===== src/rtl/dac_spi_pkg.sv =====
// Shared constants and FSM encoding for the MCP4921-class serial-DAC transmitter.
package dac_spi_pkg;

    localparam int FRAME_BITS = 16;
    localparam int CFG_BITS   = 4;

    // Config-bit positions inside the 16-bit write frame (MSB first on the wire).
    localparam int CH_POS   = 15;
    localparam int BUF_POS  = 14;
    localparam int GA_POS   = 13;
    localparam int SHDN_POS = 12;

    typedef enum logic [2:0] {
        IDLE,
        SETUP,
        SHIFT,
        HOLD,
        LDAC
    } state_t;

endpackage


===== src/rtl/dac_spi_tx.sv =====
// Serial-DAC transmitter: accepts samples over valid/ready, shifts 16-bit SPI write
// frames out MSB first, then strobes LDAC. One pending slot lets upstream run ahead.
module dac_spi_tx
    import dac_spi_pkg::*;
#(
    parameter int   DATA_BITS  = 12,
    parameter int   SCK_HALF   = 1,
    parameter int   CS_SETUP   = 1,
    parameter int   CS_HOLD    = 1,
    parameter int   LDAC_WIDTH = 2,
    parameter logic BUF_EN     = 1'b0,
    parameter logic GAIN_1X    = 1'b1
) (
    input  logic                 i_clk,
    input  logic                 i_reset,
    input  logic [DATA_BITS-1:0] i_data,
    input  logic                 i_channel,
    input  logic                 i_valid,
    output logic                 o_ready,
    output logic                 o_busy,
    output logic                 o_done,
    output logic                 DAC_CS_N,
    output logic                 DAC_SCK,
    output logic                 DAC_SDI,
    output logic                 DAC_LDAC_N
);

    state_t                  state_q, state_d;
    logic [7:0]              cnt_q, cnt_d;
    logic                    half_q, half_d;
    logic [3:0]              bit_q, bit_d;
    logic [FRAME_BITS-1:0]   shreg_q, shreg_d;
    logic [FRAME_BITS-1:0]   pend_q, pend_d;
    logic                    pend_valid_q, pend_valid_d;
    logic [FRAME_BITS-1:0]   frame_in;

    logic cs_n_q, sck_q, sdi_q, ldac_n_q, done_q;

    logic accept;
    logic out_idle;

    assign accept   = i_valid && !pend_valid_q;
    // The previous LDAC strobe must have left the pins before a new frame may start,
    // which also guarantees the minimum CS_N-high time between frames.
    assign out_idle = ldac_n_q;

    always_comb begin
        frame_in                   = '0;
        frame_in[CH_POS]           = i_channel;
        frame_in[BUF_POS]          = BUF_EN;
        frame_in[GA_POS]           = GAIN_1X;
        frame_in[SHDN_POS]         = 1'b1;
        frame_in[DATA_BITS-1:0]    = i_data;
    end

    // NOTE: every variable gets a default before the case so no path can infer a latch.
    always_comb begin
        state_d      = state_q;
        cnt_d        = cnt_q;
        half_d       = half_q;
        bit_d        = bit_q;
        shreg_d      = shreg_q;
        pend_d       = pend_q;
        pend_valid_d = pend_valid_q;

        if (state_q == IDLE) begin
            if (pend_valid_q && out_idle) begin
                shreg_d      = pend_q;
                pend_valid_d = 1'b0;
                state_d      = SETUP;
                cnt_d        = '0;
            end else if (accept && out_idle) begin
                shreg_d = frame_in;
                state_d = SETUP;
                cnt_d   = '0;
            end else if (accept) begin
                pend_d       = frame_in;
                pend_valid_d = 1'b1;
            end
        end else if (accept) begin
            pend_d       = frame_in;
            pend_valid_d = 1'b1;
        end

        case (state_q)
            SETUP: begin
                if (cnt_q == 8'(CS_SETUP - 1)) begin
                    state_d = SHIFT;
                    cnt_d   = '0;
                    half_d  = 1'b0;
                    bit_d   = '0;
                end else begin
                    cnt_d = cnt_q + 8'd1;
                end
            end
            SHIFT: begin
                if (cnt_q == 8'(SCK_HALF - 1)) begin
                    cnt_d = '0;
                    if (!half_q) begin
                        half_d = 1'b1;
                    end else begin
                        // End of the high half: next bit starts together with SCK falling.
                        half_d  = 1'b0;
                        shreg_d = {shreg_q[FRAME_BITS-2:0], 1'b0};
                        bit_d   = bit_q + 4'd1;
                        if (bit_q == 4'(FRAME_BITS - 1)) begin
                            state_d = HOLD;
                        end
                    end
                end else begin
                    cnt_d = cnt_q + 8'd1;
                end
            end
            HOLD: begin
                if (cnt_q == 8'(CS_HOLD - 1)) begin
                    state_d = LDAC;
                    cnt_d   = '0;
                end else begin
                    cnt_d = cnt_q + 8'd1;
                end
            end
            LDAC: begin
                if (cnt_q == 8'(LDAC_WIDTH - 1)) begin
                    state_d = IDLE;
                    cnt_d   = '0;
                end else begin
                    cnt_d = cnt_q + 8'd1;
                end
            end
            default: ;
        endcase
    end

    // NOTE: sequential state uses non-blocking assignments so all registers update together.
    always_ff @(posedge i_clk or negedge i_reset) begin
        if (!i_reset) begin
            state_q      <= IDLE;
            cnt_q        <= '0;
            half_q       <= 1'b0;
            bit_q        <= '0;
            shreg_q      <= '0;
            pend_q       <= '0;
            pend_valid_q <= 1'b0;
        end else begin
            state_q      <= state_d;
            cnt_q        <= cnt_d;
            half_q       <= half_d;
            bit_q        <= bit_d;
            shreg_q      <= shreg_d;
            pend_q       <= pend_d;
            pend_valid_q <= pend_valid_d;
        end
    end

    // Pin registers follow the FSM by one cycle, so SCK and friends never glitch.
    always_ff @(posedge i_clk or negedge i_reset) begin
        if (!i_reset) begin
            cs_n_q   <= 1'b1;
            sck_q    <= 1'b0;
            sdi_q    <= 1'b0;
            ldac_n_q <= 1'b1;
            done_q   <= 1'b0;
        end else begin
            cs_n_q   <= !(state_q == SETUP || state_q == SHIFT || state_q == HOLD);
            sck_q    <= (state_q == SHIFT) && half_q;
            ldac_n_q <= (state_q != LDAC);
            done_q   <= (state_q == IDLE) && !ldac_n_q;
            if (state_q == SETUP || state_q == SHIFT) begin
                sdi_q <= shreg_q[FRAME_BITS-1];
            end else if (state_q != HOLD) begin
                sdi_q <= 1'b0;
            end
        end
    end

    assign o_ready    = ~pend_valid_q;
    assign o_busy     = (state_q != IDLE);
    assign o_done     = done_q;
    assign DAC_CS_N   = cs_n_q;
    assign DAC_SCK    = sck_q;
    assign DAC_SDI    = sdi_q;
    assign DAC_LDAC_N = ldac_n_q;

endmodule

===== config.mk =====
export PLATFORM = sky130hd
export DESIGN_NAME = dac_spi_tx
export DESIGN_NICKNAME = d
export VERILOG_FILES = /design/src/rtl/dac_spi_pkg.sv /design/src/rtl/dac_spi_tx.sv
export SDC_FILE = /design/constraint.sdc
export NUM_CORES = 1
export LEC_CHECK = 0
export ABC_AREA = 1
export BUFFER_PORTS_ARGS = -buffer_cell sky130_fd_sc_hd__buf_2
export CORE_ASPECT_RATIO = 1.75
export CORE_MARGIN = 8
export CORE_UTILIZATION = 65
export CTS_CLUSTER_DIAMETER = 60
export CTS_CLUSTER_SIZE = 25
export DETAILED_ROUTE_END_ITERATION = 8
export GPL_ROUTABILITY_DRIVEN = 0
export GPL_TIMING_DRIVEN = 0
export PLACE_DENSITY = 0.85
export SLEW_MARGIN = 40
export SYNTH_ARGS = -nofsm -noshare
export SYNTH_HDL_FRONTEND = slang
export SYNTH_SLANG_ARGS = --single-unit

===== constraint.sdc =====
create_clock -name i_clk -period 2.7 [get_ports i_clk]
set_clock_uncertainty 0.15 [all_clocks]
set_input_delay 0.135 -clock i_clk [delete_from_list [all_inputs] [get_ports i_clk]]
set_output_delay 0.135 -clock i_clk [all_outputs]
set_load 0.05 [all_outputs]

# Word-level counts from Yosys, hierarchy flattened

Index checks and enable logic that the tools add are counted.

Add/sub/neg operators: 2
Equality and inequality tests: 14
Muxes and demuxes: 40
Bitwise logic cells: 1
Reductions and logical operators: 22

Operator list:

| operator                                                              | count |
|---|---|
| 16-bit two-way mux                                                    | 10 |
| 8-bit two-way mux                                                     | 5 |
| 3-bit two-way mux                                                     | 9 |
| 8-bit one-hot mux with 2 select lines                                 | 1 |
| 4-bit two-way mux                                                     | 3 |
| 3-bit one-hot mux with 4 select lines                                 | 1 |
| 2-bit inequality test, second input constant                          | 5 |
| 1-bit two-way mux                                                     | 9 |
| 8-bit by 1-bit adder with 8-bit output, second input constant         | 1 |
| 8-bit by 1-bit equality test with 1-bit output, second input constant | 1 |
| 8-bit logical NOT                                                     | 1 |
| 4-bit one-hot mux with 2 select lines                                 | 1 |
| 3-bit by 2-bit equality test with 1-bit output, second input constant | 2 |
| 3-bit inequality test, second input constant                          | 2 |
| 3-bit nonzero test                                                    | 2 |
| 1-bit logical AND                                                     | 5 |
| 4-bit by 1-bit adder with 4-bit output, second input constant         | 1 |
| 4-bit equality test, second input constant                            | 1 |
| 2-bit AND reduction                                                   | 2 |
| 4-bit AND reduction                                                   | 1 |
| 2-bit nonzero test                                                    | 2 |
| 4-bit nonzero test                                                    | 1 |
| 3-bit by 1-bit equality test with 1-bit output, second input constant | 1 |
| 3-bit equality test, second input constant                            | 1 |
| 8 further kinds                                                       | 11 |

Register bits after elaboration: 54
Input bits: 16
Output and inout bits: 7

# Longest topological paths before layout

Gate-level depths: netlist of run 1.

Depth in word-level cells: 10
Mapped depth: 10

# Least setup slack after synthesis of run 1

No wires, ideal clock.

Path type: reg2reg
Start: register ldac_n_q, in the netlist DAC_LDAC_N
End: register shreg_q[12]
Library setup time: 117 ps
Arrival time: 1546 ps
Path slack: 886 ps
Cell stages (with the launch flop): 10
Path buffers: 2
Clock period less this slack: 1814 ps
Cell sequence: dfstp_2 buf_4 nand2_1 inv_1 nand3_2 buf_2 nand2_1 nand3_1 o21ai_1 inv_1

Cells in the longest elaborated chain, start to end: 7
Elaborated cells on any way between the ends: 8
Those cells by class: mux (6); reduce/logical (2)

RTL lines:

| item                   | line              | text |
|---|---|---|
| from (decl)            | dac_spi_tx.sv:37  | `logic cs_n_q, sck_q, sdi_q, ldac_n_q, done_q;` |
| from (signal assigned) | dac_spi_tx.sv:166 | `ldac_n_q <= (state_q != LDAC);` |
| 1-bit logical AND      | dac_spi_tx.sv:72  | `end else if (accept && out_idle) begin` |
| 16-bit two-way mux     | dac_spi_tx.sv:72  |  |
| 16-bit two-way mux (*) | dac_spi_tx.sv:67  | `if (pend_valid_q && out_idle) begin` |
| 16-bit two-way mux (*) | dac_spi_tx.sv:66  | `if (state_q == IDLE) begin` |
| 16-bit two-way mux     | dac_spi_tx.sv:99  | `if (!half_q) begin` |
| 16-bit two-way mux     | dac_spi_tx.sv:97  | `if (cnt_q == 8'(SCK_HALF - 1)) begin` |
| 16-bit two-way mux (*) | dac_spi_tx.sv:85  | `case (state_q)` |
| named net shreg_d[12]  | dac_spi_tx.sv:32  | `logic [FRAME_BITS-1:0] shreg_q, shreg_d;` |
| to (signal assigned)   | dac_spi_tx.sv:149 | `shreg_q <= shreg_d;` |
| to (decl)              | dac_spi_tx.sv:32  |  |

Mark *: on every way through the listed nets, which the timed path passes. The rest lies on a longest branch.
A chain may end at the register's enable or synchronous reset.

# Worst setup path in the final report of run 1

Start: register ldac_n_q, in the netlist DAC_LDAC_N
End: register shreg_q[5]

Same word-level chain as after synthesis.

==> impl_metrics.json, run 1 <==
{
  "status": "completed",
  "setup_viol": 0,
  "synth_top_family_by_area": "simple AND/OR/NAND/NOR gates",
  "io_pins": 23,
  "synth_area_um2": 3050,
  "rsz0062_at_grt": "no",
  "drt_iter0_drc": 152,
  "clock_latency_ns": 0.30,
  "path_class": "reg2reg",
  "syn_to_final_growth_pct": 13.4,
  "yosysTopAreaCellShare": 0.410,
  "firstDrtPassIters": 5,
  "chipWidth_um": 67.8,
  "grt_pass1_wl_um": 12400,
  "clkPwrFrac": 0.308,
  "cp_cell_sequence": "buf_4 -> clkbuf_1 -> nand3_1 -> nand3_1 -> nand3_1 -> nand2_1 -> inv_1",
  "htree_levels": 2,
  "cts_resized": 0,
  "timing.rr.start": "DAC_LDAC_N",
  "drv_cap": 0,
  "synth_compound_area_frac": 0.0730,
  "min_from": "i_valid",
  "slowest_stage": "dfstp_2",
  "die_y_um": 107,
  "diodes": 0,
  "antenna_found_initial": 0,
  "power.density_nw_per_um2": 424,
  "finalInstanceArea_um2": 3460,
  "vias_per_cell": 5.62,
  "grt_start_max_net_pins": 53,
  "combPwrFrac": 0.110,
  "drv_slew": 0,
  "yosysTopAreaCell": "dfrtp_1",
  "nFillCells": 342,
  "internal_power_mw": 1.11,
  "yosys_warnings": 0,
  "fin_nets": 475,
  "worstMarginPinSlew_ns": 0.637,
  "final_common_cell": "nand2_1",
  "cts_tree": "yes",
  "fp.coreArea_um2": 4580,
  "cts_buffer_depth": 2,
  "clkTransAtPathRegs_ns": 0.09,
  "ys_seq_area_frac": 0.428,
  "synth_fa_ha_area_frac": 0.0164,
  "synth_fp_nets": 432,
  "routed_wirelength_um": 7240,
  "yosys.area_share.xor_xnor": 0.00574,
  "netSwitchingFraction": 0.245,
  "p_leak_nw": 1.87,
  "grt-ovfl-total": 0,
  "hold_path.class": "in2reg",
  "dieArea_um2": 7230,
  "path_common_cell": "nand3_1",
  "mostFrequentLayoutCells": "78 x nand2_1, 70 x inv_1, 69 x nand3_1",
  "post_drt_wl_per_cell_um": 14.2,
  "path_max_fanout": 10,
  "detail_route.drc_violations": 0,
  "cts_root_buffer": "clkbuf_8",
  "post-route-period-util": 0.687,
  "total_switching_power_uw": 360,
  "ys_types": 30,
  "rows": 33,
  "hold_buffers": 14,
  "ys_seq_elements": 52,
  "via_count": 2854,
  "end_kind": "register",
  "initial_core_util": 0.665,
  "required_ns": 2.75,
  "yosys-mux-area-fraction": 0,
  "startpoint": "DAC_LDAC_N",
  "hold_viol_final": 0,
  "max-slew-margin-rel": 0.575,
  "worstPathArrival_ns": 1.90,
  "worst_path_largest_cell_delay_ns": 0.55,
  "synth_area_leaders": "dfrtp_1 41%, nand3_1 11%, nand2_1 9.6%",
  "fin_tns_setup_ns": 0,
  "place_hpwl_um": 5150,
  "fmax_ghz": 0.539,
  "placed_area_um2": 3230,
  "p_seq_frac": 0.582,
  "min_period_ns": 1.86,
  "portBuffers": 22,
  "post_synth.cell_area_avg_um2": 7.40,
  "detail-route-antenna-nets": 0,
  "synthCells": 412,
  "synth-simple-area-share": 0.350,
  "critPathLaunchType": "register",
  "drive_gt1_frac": 0.145,
  "cts_setup_buffers": 0,
  "grt_usage": 0.217,
  "cts_made_buffers": 5,
  "vdd_drop_max_mv": 0.475,
  "cts_sinks": 52,
  "grt_pass1_vias": 2842
}
-- cell usage after synthesis, drive strengths merged --
master and number:
a21oi 4, a22o 1, buf 13, clkbuf 1
dfrtp 50, dfstp 2, ha 4, inv 75
nand2 84, nand3 72, nand3b 2, nand4 6
nor2 58, nor3 2, o211ai 8, o21ai 26
or2 2, xor2 2
-- cell type report --
| cell class | count | area, um^2 | area share |
|---|---|---|---|
| inverter | 75 | 284 | 0.0822 |
| buffer | 14 | 105 | 0.0304 |
| multi-input combinational | 271 | 1360 | 0.392 |
| sequential | 52 | 1300 | 0.377 |
| clock buffer | 8 | 90.1 | 0.0261 |
| timing repair buffer | 36 | 253 | 0.0731 |
| tap | 52 | 65.1 | 0.0188 |
-- logic make-up after synthesis --
family          after synthesis
simple gates                226
buf+inv                      89
flops                        52
compound gates               39
fa+ha+maj                     4
xor+xnor                      2
-- power by group through the flow --
stage          registers, mW  clock network [mW]  logic [mW]
6_report               0.852               0.451       0.162
5_1_grt                0.856               0.485       0.188
4_1_cts                0.851               0.462       0.161
3_5_place_dp           0.867                   0       0.143
3_3_place_gp           0.865                   0       0.137
2_1_floorplan          0.867                   0      0.0909
-- metal layers --
layer,routed length (um),GRT usage
met1,2680,0.232
met2,4000,0.391
met3,379,0.0386
met4,185,0.0987
met5,0,0
-- final timing paths --
kind	end	slack [ns]	depth (start not counted)
min in group asynchronous	cnt_q[5]	0.25	2
worst min register to register	pend_q[13]	0.33	2
worst max-delay path	shreg_q[5]	0.84	7
worst max register to register	shreg_q[5]	0.84	7
max in group asynchronous	pend_q[7]	1.74	2
worst min-delay path	pend_valid_q	0.02	3
-- worst max-delay path: cells and delay by family (launching register included) --
family | cells | cell delay (ns)
buf+inv | 3 | 0.62
flops | 1 | 0.55
simple gates | 4 | 0.44
-- per-stage QoR --
stage / instances / utilization / total power [mW] / hold WS (ns) / setup WS (ns)
finish: 508 / 0.754 / 1.47 / 0.0159 / 0.845
global route: 508 / 0.754 / 1.53 / 0.0473 / 0.688
CTS: 508 / 0.754 / 1.47 / 0.00911 / 0.860
detailed placement: 486 / 0.704 / 1.01 / 0.0535 / 0.869
global placement: 486 / 0.704 / 1.00 / 0.245 / 0.890
floorplan: 412 / - / 0.958 / -0.311 / 0.886
-- flip-flops by register name (all words and copies together) (netlist names) --
signal	cells
DAC_CS_N	1
shreg_q	16
o_done	1
DAC_LDAC_N	1
state_q	3
bit_q	4
DAC_SDI	1
half_q	1
pend_valid_q	1
pend_q	14
DAC_SCK	1
cnt_q	8
Power figures use the tool's default switching activity.
==> run 2: changes to the inputs <==
Settings changed: CORE_UTILIZATION 65 to 60, PLACE_DENSITY 0.85 to 0.8.
Clock period 2.7 ns to 1.9 ns, I/O delays scaled along.
==> impl_metrics.json, run 2 (same netlist as run 1, synthesis figures left out) <==
{
  "status": "completed",
  "grt_usage": 0.189,
  "fin_tns_setup_ns": 0,
  "cts_root_buffer": "clkbuf_8",
  "timing.rr.end": "pend_q[6]",
  "htree_levels": 2,
  "post_drt_wl_per_cell_um": 13.9,
  "rows": 34,
  "worstPathArrival_ns": 1.87,
  "routed_wirelength_um": 7100,
  "fmax_ghz": 0.558,
  "post-route-period-util": 0.942,
  "clkTransAtPathRegs_ns": 0.09,
  "end_kind": "register",
  "place_hpwl_um": 5160,
  "setup_viol": 0,
  "wl_met3_um": 236,
  "rsz0062_at_grt": "no",
  "detail_route.drc_violations": 0,
  "maxUsedRoutingLayer": "met4",
  "wirelength_met1_um": 2660,
  "drive_gt1_frac": 0.151,
  "power_mw": 2.10,
  "worst_hold_slack_ns": 0.194,
  "reg2reg_depth": 8,
  "grt_pass1_vias": 2731,
  "dp_cells": 488,
  "detail-route-antenna-nets": 0,
  "timing.rr.start": "DAC_LDAC_N",
  "total_switching_power_uw": 529,
  "cts_tree": "yes",
  "pre_cts_ws_ns": 0.0535,
  "final_common_cell": "nand2_1",
  "worstMarginPinSlew_ns": 0.669,
  "diodes": 0,
  "initial_core_util": 0.618,
  "drv_slew": 0,
  "ff2ff_setup_slack_ns": 0.11,
  "portBuffers": 22,
  "vias_per_cell": 5.46,
  "path_max_fanout": 10,
  "reg_top3": "shreg_q (16), pend_q (14), cnt_q (8)",
  "startpoint": "DAC_LDAC_N",
  "instances_no_fill": 511,
  "die_y_um": 110,
  "netSwitchingFraction": 0.252,
  "p_leak_nw": 1.89,
  "wl_met2_um": 3990,
  "finalWorstSetupSlack_ns": 0.109,
  "hold_viol_final": 0,
  "required_ns": 1.98,
  "mostFrequentLayoutCells": "78 x nand2_1, 69 x inv_1, 69 x nand3_1",
  "min_period_ns": 1.79,
  "fin_nets": 476,
  "max-slew-margin-rel": 0.554,
  "p_seq_frac": 0.576,
  "clock_latency_ns": 0.31,
  "crit_end": "pend_q[6]",
  "critPathLaunchType": "register",
  "io_pins": 23,
  "antenna_found_initial": 0,
  "grt_start_max_net_pins": 53,
  "clkPwrFrac": 0.315,
  "firstDrtPassIters": 4,
  "drv_cap": 0,
  "drt_iter0_drc": 93,
  "path_class": "reg2reg",
  "combPwrFrac": 0.108,
  "dieArea_um2": 7710,
  "chipWidth_um": 69.9,
  "via_count": 2792,
  "grt_pass1_wl_um": 11800,
  "largest_reg_flops": 16,
  "grt-ovfl-total": 0,
  "power.density_nw_per_um2": 603,
  "cts_made_buffers": 5,
  "internal_power_mw": 1.57,
  "fp.coreArea_um2": 4930,
  "cts_buffer_depth": 2,
  "vdd_drop_max_mv": 0.699,
  "hold_path.class": "in2async",
  "largest-register": "shreg_q",
  "syn_to_final_growth_pct": 14.2,
  "cts_sinks": 52
}
run 2: changes by cell type in the layout (fill, tap and decap cells not counted), sizes merged:
| cell | change |
|---|---|
| dlygate4sd3 | +1 |
run 2: cell type report:
class                   count  area [um^2]
plain buffers              14          109
clock buffers               8         90.1
fillers                   401         1450
inverters                  75          284
multi-input cells         271         1370
flip-flops and latches     52         1300
well taps                  54         67.6
repair buffers             37          263
run 2: through the flow:
| stage | cell area, um^2 | utilization |
|---|---|---|
| after floorplan | 3050 | - |
| after global placement | 3230 | 0.654 |
| after detailed placement | 3230 | 0.654 |
| after CTS | 3470 | 0.703 |
| after global routing | 3480 | 0.706 |
| final | 3480 | 0.706 |
run 2: critical path, cell delays in order (launching register included):
cell     delay [ns]
dfstp_2        0.55
buf_4          0.15
inv_1          0.05
nor2_1         0.22
nand2_4        0.10
nand2_4        0.12
buf_4          0.20
nand2_1        0.06
o21ai_1        0.10
run 2: timing repair:
| action | in CTS | in global routing |
|---|---|---|
| gates resized for setup | 0 | 7 |
| hold buffers | 15 | 0 |
| buffers inserted | 0 | 0 |
| endpoints found under the setup margin | 0 | 10 |
| endpoints found under the hold margin | 64 | 0 |
run 2: power groups by stage:
| stage | Combinational [mW] | Sequential, mW | Clock (mW) |
|---|---|---|---|
| floorplan | 0.129 | 1.23 | 0 |
| global placement | 0.195 | 1.23 | 0 |
| detailed placement | 0.203 | 1.23 | 0 |
| CTS | 0.228 | 1.21 | 0.670 |
| global route | 0.263 | 1.22 | 0.710 |
| finish | 0.228 | 1.21 | 0.663 |
run 2: worst min-delay path by stage:
stage,to,slack [ns],startpoint,cells past startpoint
2_1_floorplan,DAC_SCK,-0.35,i_reset,0
3_3_place_gp,pend_q[10],0.21,i_data[10],3
3_5_place_dp,cnt_q[6],0.02,i_reset,1
4_1_cts,cnt_q[6],0.23,i_reset,2
5_1_grt,cnt_q[6],0.27,i_reset,2
6_report,cnt_q[6],0.19,i_reset,2
run 2: per-layer routing:
metal	vias up	global-route usage
met5	-	0
met4	0	0.117
met3	19	0.0296
met2	80	0.363
met1	1312	0.184
li1	1381	-
